==> src/rtl/data_mem_responder_if.sv <==
// Memory-stage <-> data RAM load/store bus.
// resp_err exists only when DMEM_RANGE_CHECK_EN is defined.
interface data_mem_responder_if #(
    parameter int DATA_WIDTH = 16
);
    // Handshake: a request transfers on a rising edge where req_valid && req_ready.
    // The initiator holds request fields only in that cycle. Exactly one
    // resp_valid pulse follows each accepted request. No backpressure exists on
    // the response. stall is asserted for the whole time the stage must freeze.
    logic                  req_valid;
    logic                  req_we;
    logic [15:0]           req_addr;
    logic [DATA_WIDTH-1:0] req_wdata;
    logic                  req_ready;
    logic                  stall;
    logic                  resp_valid;
    logic [DATA_WIDTH-1:0] resp_rdata;
`ifdef DMEM_RANGE_CHECK_EN
    logic                  resp_err;

    modport master (
        output req_valid, req_we, req_addr, req_wdata,
        input  req_ready, stall, resp_valid, resp_rdata, resp_err
    );
    modport slave (
        input  req_valid, req_we, req_addr, req_wdata,
        output req_ready, stall, resp_valid, resp_rdata, resp_err
    );
`else
    modport master (
        output req_valid, req_we, req_addr, req_wdata,
        input  req_ready, stall, resp_valid, resp_rdata
    );
    modport slave (
        input  req_valid, req_we, req_addr, req_wdata,
        output req_ready, stall, resp_valid, resp_rdata
    );
`endif
endinterface

==> src/rtl/data_mem_responder.sv <==
// Data RAM responder: one outstanding load/store, fixed LATENCY, stall to pipeline.
// Optional macro DMEM_RANGE_CHECK_EN flags accesses with nonzero upper address bits.
module data_mem_responder #(
    parameter int DATA_WIDTH = 16,
    parameter int ADDR_WIDTH = 8,
    parameter int LATENCY    = 3
) (
    input  logic                 clk,
    input  logic                 reset,
    data_mem_responder_if.slave  bus,
    output logic [1:0]           state_o
);
    localparam int DEPTH = 2 ** ADDR_WIDTH;

    typedef enum logic [1:0] {
        IDLE = 2'd0,
        WAIT = 2'd1,
        RESP = 2'd2
    } state_e;

    state_e                  state_q, state_d;
    logic [3:0]              cnt_q, cnt_d;
    logic                    we_q;
    logic [ADDR_WIDTH-1:0]   addr_q;
    logic [DATA_WIDTH-1:0]   wdata_q;
    logic                    oor_q;
    logic                    resp_valid_q;
    logic [DATA_WIDTH-1:0]   resp_rdata_q;
    logic                    resp_err_q;
    logic [DATA_WIDTH-1:0]   mem_q [DEPTH];

    logic                    capture;
    logic                    access;
    logic                    acc_we;
    logic [ADDR_WIDTH-1:0]   acc_idx;
    logic [DATA_WIDTH-1:0]   acc_wdata;
    logic                    acc_oor;
    logic                    req_oor;

`ifdef DMEM_RANGE_CHECK_EN
    assign req_oor = |(bus.req_addr >> ADDR_WIDTH);
`else
    assign req_oor = 1'b0;
`endif

    // With LATENCY == 1 the access happens on the accepting edge, so use the live request.
    always_comb begin
        acc_we    = we_q;
        acc_idx   = addr_q;
        acc_wdata = wdata_q;
        acc_oor   = oor_q;
        if (state_q == IDLE) begin
            acc_we    = bus.req_we;
            acc_idx   = bus.req_addr[ADDR_WIDTH-1:0];
            acc_wdata = bus.req_wdata;
            acc_oor   = req_oor;
        end
    end

    always_comb begin
        state_d = state_q;
        cnt_d   = cnt_q;
        capture = 1'b0;
        access  = 1'b0;
        case (state_q)
            IDLE: begin
                if (bus.req_valid) begin
                    capture = 1'b1;
                    if (LATENCY == 1) begin
                        state_d = RESP;
                        access  = 1'b1;
                    end else begin
                        cnt_d   = 4'(LATENCY - 2);
                        state_d = WAIT;
                    end
                end
            end
            WAIT: begin
                if (cnt_q == 4'd0) begin
                    state_d = RESP;
                    access  = 1'b1;
                end else begin
                    cnt_d = cnt_q - 4'd1;
                end
            end
            RESP:    state_d = IDLE;
            default: state_d = IDLE;
        endcase
    end

    always_ff @(posedge clk) begin
        if (reset) begin
            state_q      <= IDLE;
            cnt_q        <= 4'd0;
            we_q         <= 1'b0;
            addr_q       <= '0;
            wdata_q      <= '0;
            oor_q        <= 1'b0;
            resp_valid_q <= 1'b0;
            resp_rdata_q <= '0;
            resp_err_q   <= 1'b0;
        end else begin
            state_q      <= state_d;
            cnt_q        <= cnt_d;
            resp_valid_q <= access;
            resp_err_q   <= access & acc_oor;
            if (capture) begin
                we_q    <= bus.req_we;
                addr_q  <= bus.req_addr[ADDR_WIDTH-1:0];
                wdata_q <= bus.req_wdata;
                oor_q   <= req_oor;
            end
            if (access) begin
                if (acc_we || acc_oor) begin
                    resp_rdata_q <= '0;
                end else begin
                    resp_rdata_q <= mem_q[acc_idx];
                end
            end
        end
    end

    // RAM has no reset; a store caught by reset is dropped.
    always_ff @(posedge clk) begin
        if (!reset && access && acc_we && !acc_oor) begin
            mem_q[acc_idx] <= acc_wdata;
        end
    end

    assign bus.req_ready  = (state_q == IDLE);
    assign bus.stall      = (state_q == WAIT) || ((state_q == IDLE) && bus.req_valid);
    assign bus.resp_valid = resp_valid_q;
    assign bus.resp_rdata = resp_rdata_q;
`ifdef DMEM_RANGE_CHECK_EN
    assign bus.resp_err   = resp_err_q;
`endif
    assign state_o        = state_q;

endmodule
==> src/flat_wrapper.sv <==
// flat-port wrapper written by rule: the top's interface ports become plain ports
module data_mem_responder_flat 
#(
    parameter int DATA_WIDTH = 16,
    parameter int ADDR_WIDTH = 8,
    parameter int LATENCY    = 3
)
  (clk, reset, state_o, bus_req_valid, bus_req_we, bus_req_addr, bus_req_wdata, bus_req_ready, bus_stall, bus_resp_valid, bus_resp_rdata);
  data_mem_responder_if #(.DATA_WIDTH(DATA_WIDTH)) bus_i ();
  input  logic clk;
  input  logic reset;
  output logic [1:0] state_o;
  input wire logic [$bits(bus_i.req_valid)-1:0] bus_req_valid;
  input wire logic [$bits(bus_i.req_we)-1:0] bus_req_we;
  input wire logic [$bits(bus_i.req_addr)-1:0] bus_req_addr;
  input wire logic [$bits(bus_i.req_wdata)-1:0] bus_req_wdata;
  output wire logic [$bits(bus_i.req_ready)-1:0] bus_req_ready;
  output wire logic [$bits(bus_i.stall)-1:0] bus_stall;
  output wire logic [$bits(bus_i.resp_valid)-1:0] bus_resp_valid;
  output wire logic [$bits(bus_i.resp_rdata)-1:0] bus_resp_rdata;
  assign bus_i.req_valid = bus_req_valid;
  assign bus_i.req_we = bus_req_we;
  assign bus_i.req_addr = bus_req_addr;
  assign bus_i.req_wdata = bus_req_wdata;
  assign bus_req_ready = bus_i.req_ready;
  assign bus_stall = bus_i.stall;
  assign bus_resp_valid = bus_i.resp_valid;
  assign bus_resp_rdata = bus_i.resp_rdata;
  data_mem_responder #(.DATA_WIDTH(DATA_WIDTH), .ADDR_WIDTH(ADDR_WIDTH), .LATENCY(LATENCY)) u_core (.clk(clk), .reset(reset), .bus(bus_i), .state_o(state_o));
endmodule
==> config.mk <==
export PLATFORM = sky130hd
export DESIGN_NAME = data_mem_responder_flat
export DESIGN_NICKNAME = d
export VERILOG_FILES = /design/src/rtl/data_mem_responder_if.sv /design/src/rtl/data_mem_responder.sv /design/src/flat_wrapper.sv
export SDC_FILE = /design/constraint.sdc
export NUM_CORES = 2
export LEC_CHECK = 0
export BUFFER_PORTS_ARGS = -buffer_cell sky130_fd_sc_hd__buf_2
export CELL_PAD_IN_SITES_DETAIL_PLACEMENT = 1
export CELL_PAD_IN_SITES_GLOBAL_PLACEMENT = 1
export CORE_UTILIZATION = 51
export DETAILED_ROUTE_END_ITERATION = 7
export PLACE_DENSITY_LB_ADDON = 0.2
export SLEW_MARGIN = 30
export SYNTH_ARGS = -nofsm -noshare
export SYNTH_HDL_FRONTEND = slang
export SYNTH_SLANG_ARGS = --single-unit
==> constraint.sdc <==
create_clock -name clk -period 13.8 [get_ports clk]
set_input_delay 2.76 -clock clk [delete_from_list [all_inputs] [get_ports clk]]
set_output_delay 2.76 -clock clk [all_outputs]
set_load 0.05 [all_outputs]
==> results by group <==
CTS
  • Root buf cell: clkbuf_16
  • Cts hold-fix bufs: 0
  • Post-CTS Setup Bufs: 0
  • H-tree levels: 5
  • CTS tree: built
  • CTS Buf Count: approximately 420
  • CTS resizes: 0
  • Clk slew on worst S/H paths: approximately 0.06 ns
  • CTS sink cnt: 4144
  • CTS max path bufs: 4
  • Clock latency on the worst-skew pair: 0.97 ns

Power
  • NetSw: ~6.7 mW
  • Pint: about 21 mW
  • Peak VDD IR: 0.000127 V
  • Sw Ratio: between 20% and 30%
  • Clock power frac: 40.2%
  • Leakage power total: 51.3 nW
  • Power Density: roughly 160 nW/µm²
  • Sequential Power Share: 51.3%
  • Combinational power share: under 10%

Floorplanning
  • FP Rows: between 150 and 200
  • Die area: around 300000 µm²
  • Io pins: 57
  • Die width: about 540 µm
  • Starting Density: 51.4%
  • Die Span Y: 544 µm
  • Core Footprint: just under 300000 µm²

Routing
  • Via count: between 90000 and 100k
  • DRC viols: 0
  • Drt pass-1 iters: 5
  • Final wirelength: slightly below 500000 µm
  • ANT nets after route: 0
  • Vias per cell: 6.88
  • Iter 0 DRT Violations: roughly 12000
  • Routed WL per cell: around 36 µm

Synth
  • Netlist Area Pre-Place: ~150000 µm²
  • Yosys cell types: 44
  • Most frequent cell after synthesis: edfxtp_1
  • Mapped Avg Cell Area: 17.1 µm²
  • Most frequent cells after synthesis: edfxtp_1 (4096), o22ai_1 (1920), o21ai_0 (936)
  • Synth top area share: 82.0%
  • Sequential-to-total area share from yosys stat: between 80 and 90%
  • Yosys reg bits: 4144
  • Ys flop type: edfxtp_1
  • Mapped Nets: about 9000
  • Post-Syn Instances: about 8800
  • Synth area leaders: edfxtp_1 (82%), o22ai_1 (8.0%), o21ai_0 (3.1%)
  • Yosys warns: 0
  • FFs w/ async S/R, synth: 0%
  • Synth area leader: edfxtp_1
  • Post-synth EDFFs: around 4000

Setup path
  • CP Capture Type: register
  • CP arrival: between 8 and 9 ns
  • CP startpoint kind: input port
  • Worst path cell trace: buf_2 -> nand2_1 -> mux2_8 -> buf_4 -> buf_4 -> o22ai_1 -> o21ai_0 -> a41oi_1 -> or4_1 -> nor4_1 -> nand4_1 -> a21oi_1
  • Crit-path max cell delay: roughly 0.90 ns
  • CP Class: in2reg
  • Critical Path Most Common Cell: buf_4
  • R2r setup slk: roughly 7.7 ns
  • Worst-path fanout max: 76
  • Worst r2r path cells: 13
  • CP max stage cell: nor4_1
  • CP Data Required Time: around 15 ns

Layout
  • Post-layout instance area: about 170000 µm²
  • Final Util: between 50% and 60%
  • Fin nets: roughly 9000
  • Layout cell share with drive strength beyond 1: roughly an eighth
  • Synth-to-layout area growth: 13.4%

Hold path
  • Hold Path Cell Cnt: 2
  • Hold crit path type: reg2reg

Timing
  • Fin crit period: between 7 and 8 ns
  • RSZ-0062 raised after global routing: false
  • Max-slew violation count: 0
  • Setup ws final: 6.65 ns
  • Worst-Margin Slew: 1.15 ns
  • Layout Skew: 0.0452 ns
  • Setup Viol. Count Final: 0
  • Final Cycle Share: 51.8%
  • Max-slew headroom: roughly 22%
  • Setup TNS: 0 ns
  • Fmax achieved: about 140 MHz
  • Hold WS: roughly 0.46 ns
  • Hold Fails Final Rpt: 0

Global route
  • Initial antenna violation count: 26
  • Grt ovf: 0
  • Number of global-route vias before repair: 92300
  • Overall Global Routing Usage: 32.1%
  • Pin count of the biggest net entering global routing: approximately 230
  • Global-route wire length before repair: approximately 680000 µm

Placed design
  • GP Congestion: 0.822
  • Dpl cell area: 156000 µm²
  • Setup WS pre-CTS: 5.80 ns
  • Hpwl dp: 263000 µm
  • Buffers on Ports: 48

Outcome
  • Status: completed

Flow run
  • Max-Cap Viols: 0
## metrics by stage
stage	power, mW	instances
6_report	27.5	13300
5_1_grt	28.1	13300
4_1_cts	27.6	13300
3_5_place_dp	16.7	12500
3_3_place_gp	16.6	12500
2_1_floorplan	15.8	8757
## critical path, delay by kind of cell
family	cells	cell delay [ns]
simple gates	4	2.11
mux	1	0.62
buf+inv	3	1.59
compound gates	4	0.85
## cell type report
type | instances | area (µm²)
Fill cell | 25900 | 122000
Clock buffer | 512 | 10900
Tap cell | 3900 | 4880
Timing Repair Buffer | 482 | 4000
Multi-Input combinational cell | 3958 | 24000
Sequential cell | 4144 | 124000
Inverter | 9 | 35.0
Clock inverter | 256 | 2320
Antenna cell | 12 | 30.0
## final timing paths
path	start	endpoint
hold / removal	u_core.wdata_q[15]$_SDFFE_PP0P_	u_core.wdata_q[15]$_SDFFE_PP0P_
setup reg to reg	u_core.state_o[1]$_SDFFE_PP0P_	u_core.bus.resp_rdata[13]$_SDFFE_PP0P_
setup / recovery	bus_req_addr[1]	u_core.bus.resp_rdata[0]$_SDFFE_PP0P_
hold reg to reg	u_core.wdata_q[15]$_SDFFE_PP0P_	u_core.wdata_q[15]$_SDFFE_PP0P_
## layout by cell type (no fill, tap or decap), types with 12 or more instances in the layout
cell | synthesis | routed
o21ai_0 | 936 | 936
nor2_2 | 0 | 15
buf_12 | 0 | 23
nand2_2 | 0 | 17
clkbuf_1 | 307 | 85
nand2_4 | 0 | 14
a21oi_1 | 102 | 102
buf_4 | 23 | 393
o41ai_1 | 56 | 37
a22oi_1 | 128 | 128
o22ai_1 | 1920 | 1920
bufinv_16 | 0 | 31
nand2_1 | 152 | 119
edfxtp_1 | 4096 | 4096
dfxtp_1 | 48 | 48
clkinvlp_4 | 0 | 15
nor2_1 | 276 | 259
diode_2 | 0 | 12
o21ai_1 | 39 | 32
o41ai_2 | 0 | 16
clkbuf_16 | 0 | 421
a41oi_1 | 243 | 234
clkinv_2 | 1 | 86
nor3_1 | 15 | 13
clkinv_1 | 0 | 90
buf_2 | 201 | 48
nand4_1 | 12 | 12
## routing by layer
layer | GRT usage [%] | share of wire (%)
met1 | 42.6 | 38
met2 | 51.3 | 48
met3 | 6.00 | 9.3
met4 | 15.4 | 5.2
met5 | 0 | 0.018
## registers in the layout, summed over array words and instances, names as in the netlist
name	cells
u_core.wdata_q	16
u_core.cnt_q	4
u_core.bus.resp_valid	1
u_core.state_o	2
u_core.addr_q	8
u_core.bus.resp_rdata	16
u_core.mem_q	4096
u_core.we_q	1
## power groups by stage
stage | combinational (mW) | clock, mW | sequential [mW]
final | 2.34 | 11.1 | 14.1
after detailed placement | 2.25 | 0 | 14.4
after CTS | 2.27 | 11.1 | 14.1
after floorplan | 1.21 | 0 | 14.6
after global placement | 2.16 | 0 | 14.4
after global routing | 2.42 | 11.5 | 14.1
## cell families (layout without fill, tap and decap cells)
| group | count (synthesis) | count (layout) | share of synthesized area, % |
|---|---|---|---|
| buf+inv | 655 | 1259 | 1.87 |
| other cells | 0 | 12 | 0 |
| compound gates | 3444 | 3444 | 14.1 |
| xor+xnor | 2 | 2 | 0.0117 |
| mux | 6 | 6 | 0.0425 |
| simple gates | 505 | 505 | 1.38 |
| flops | 4144 | 4144 | 82.6 |
| fa+ha+maj | 1 | 1 | 0.00834 |
Note: power is estimated with default switching activity, not from simulation.
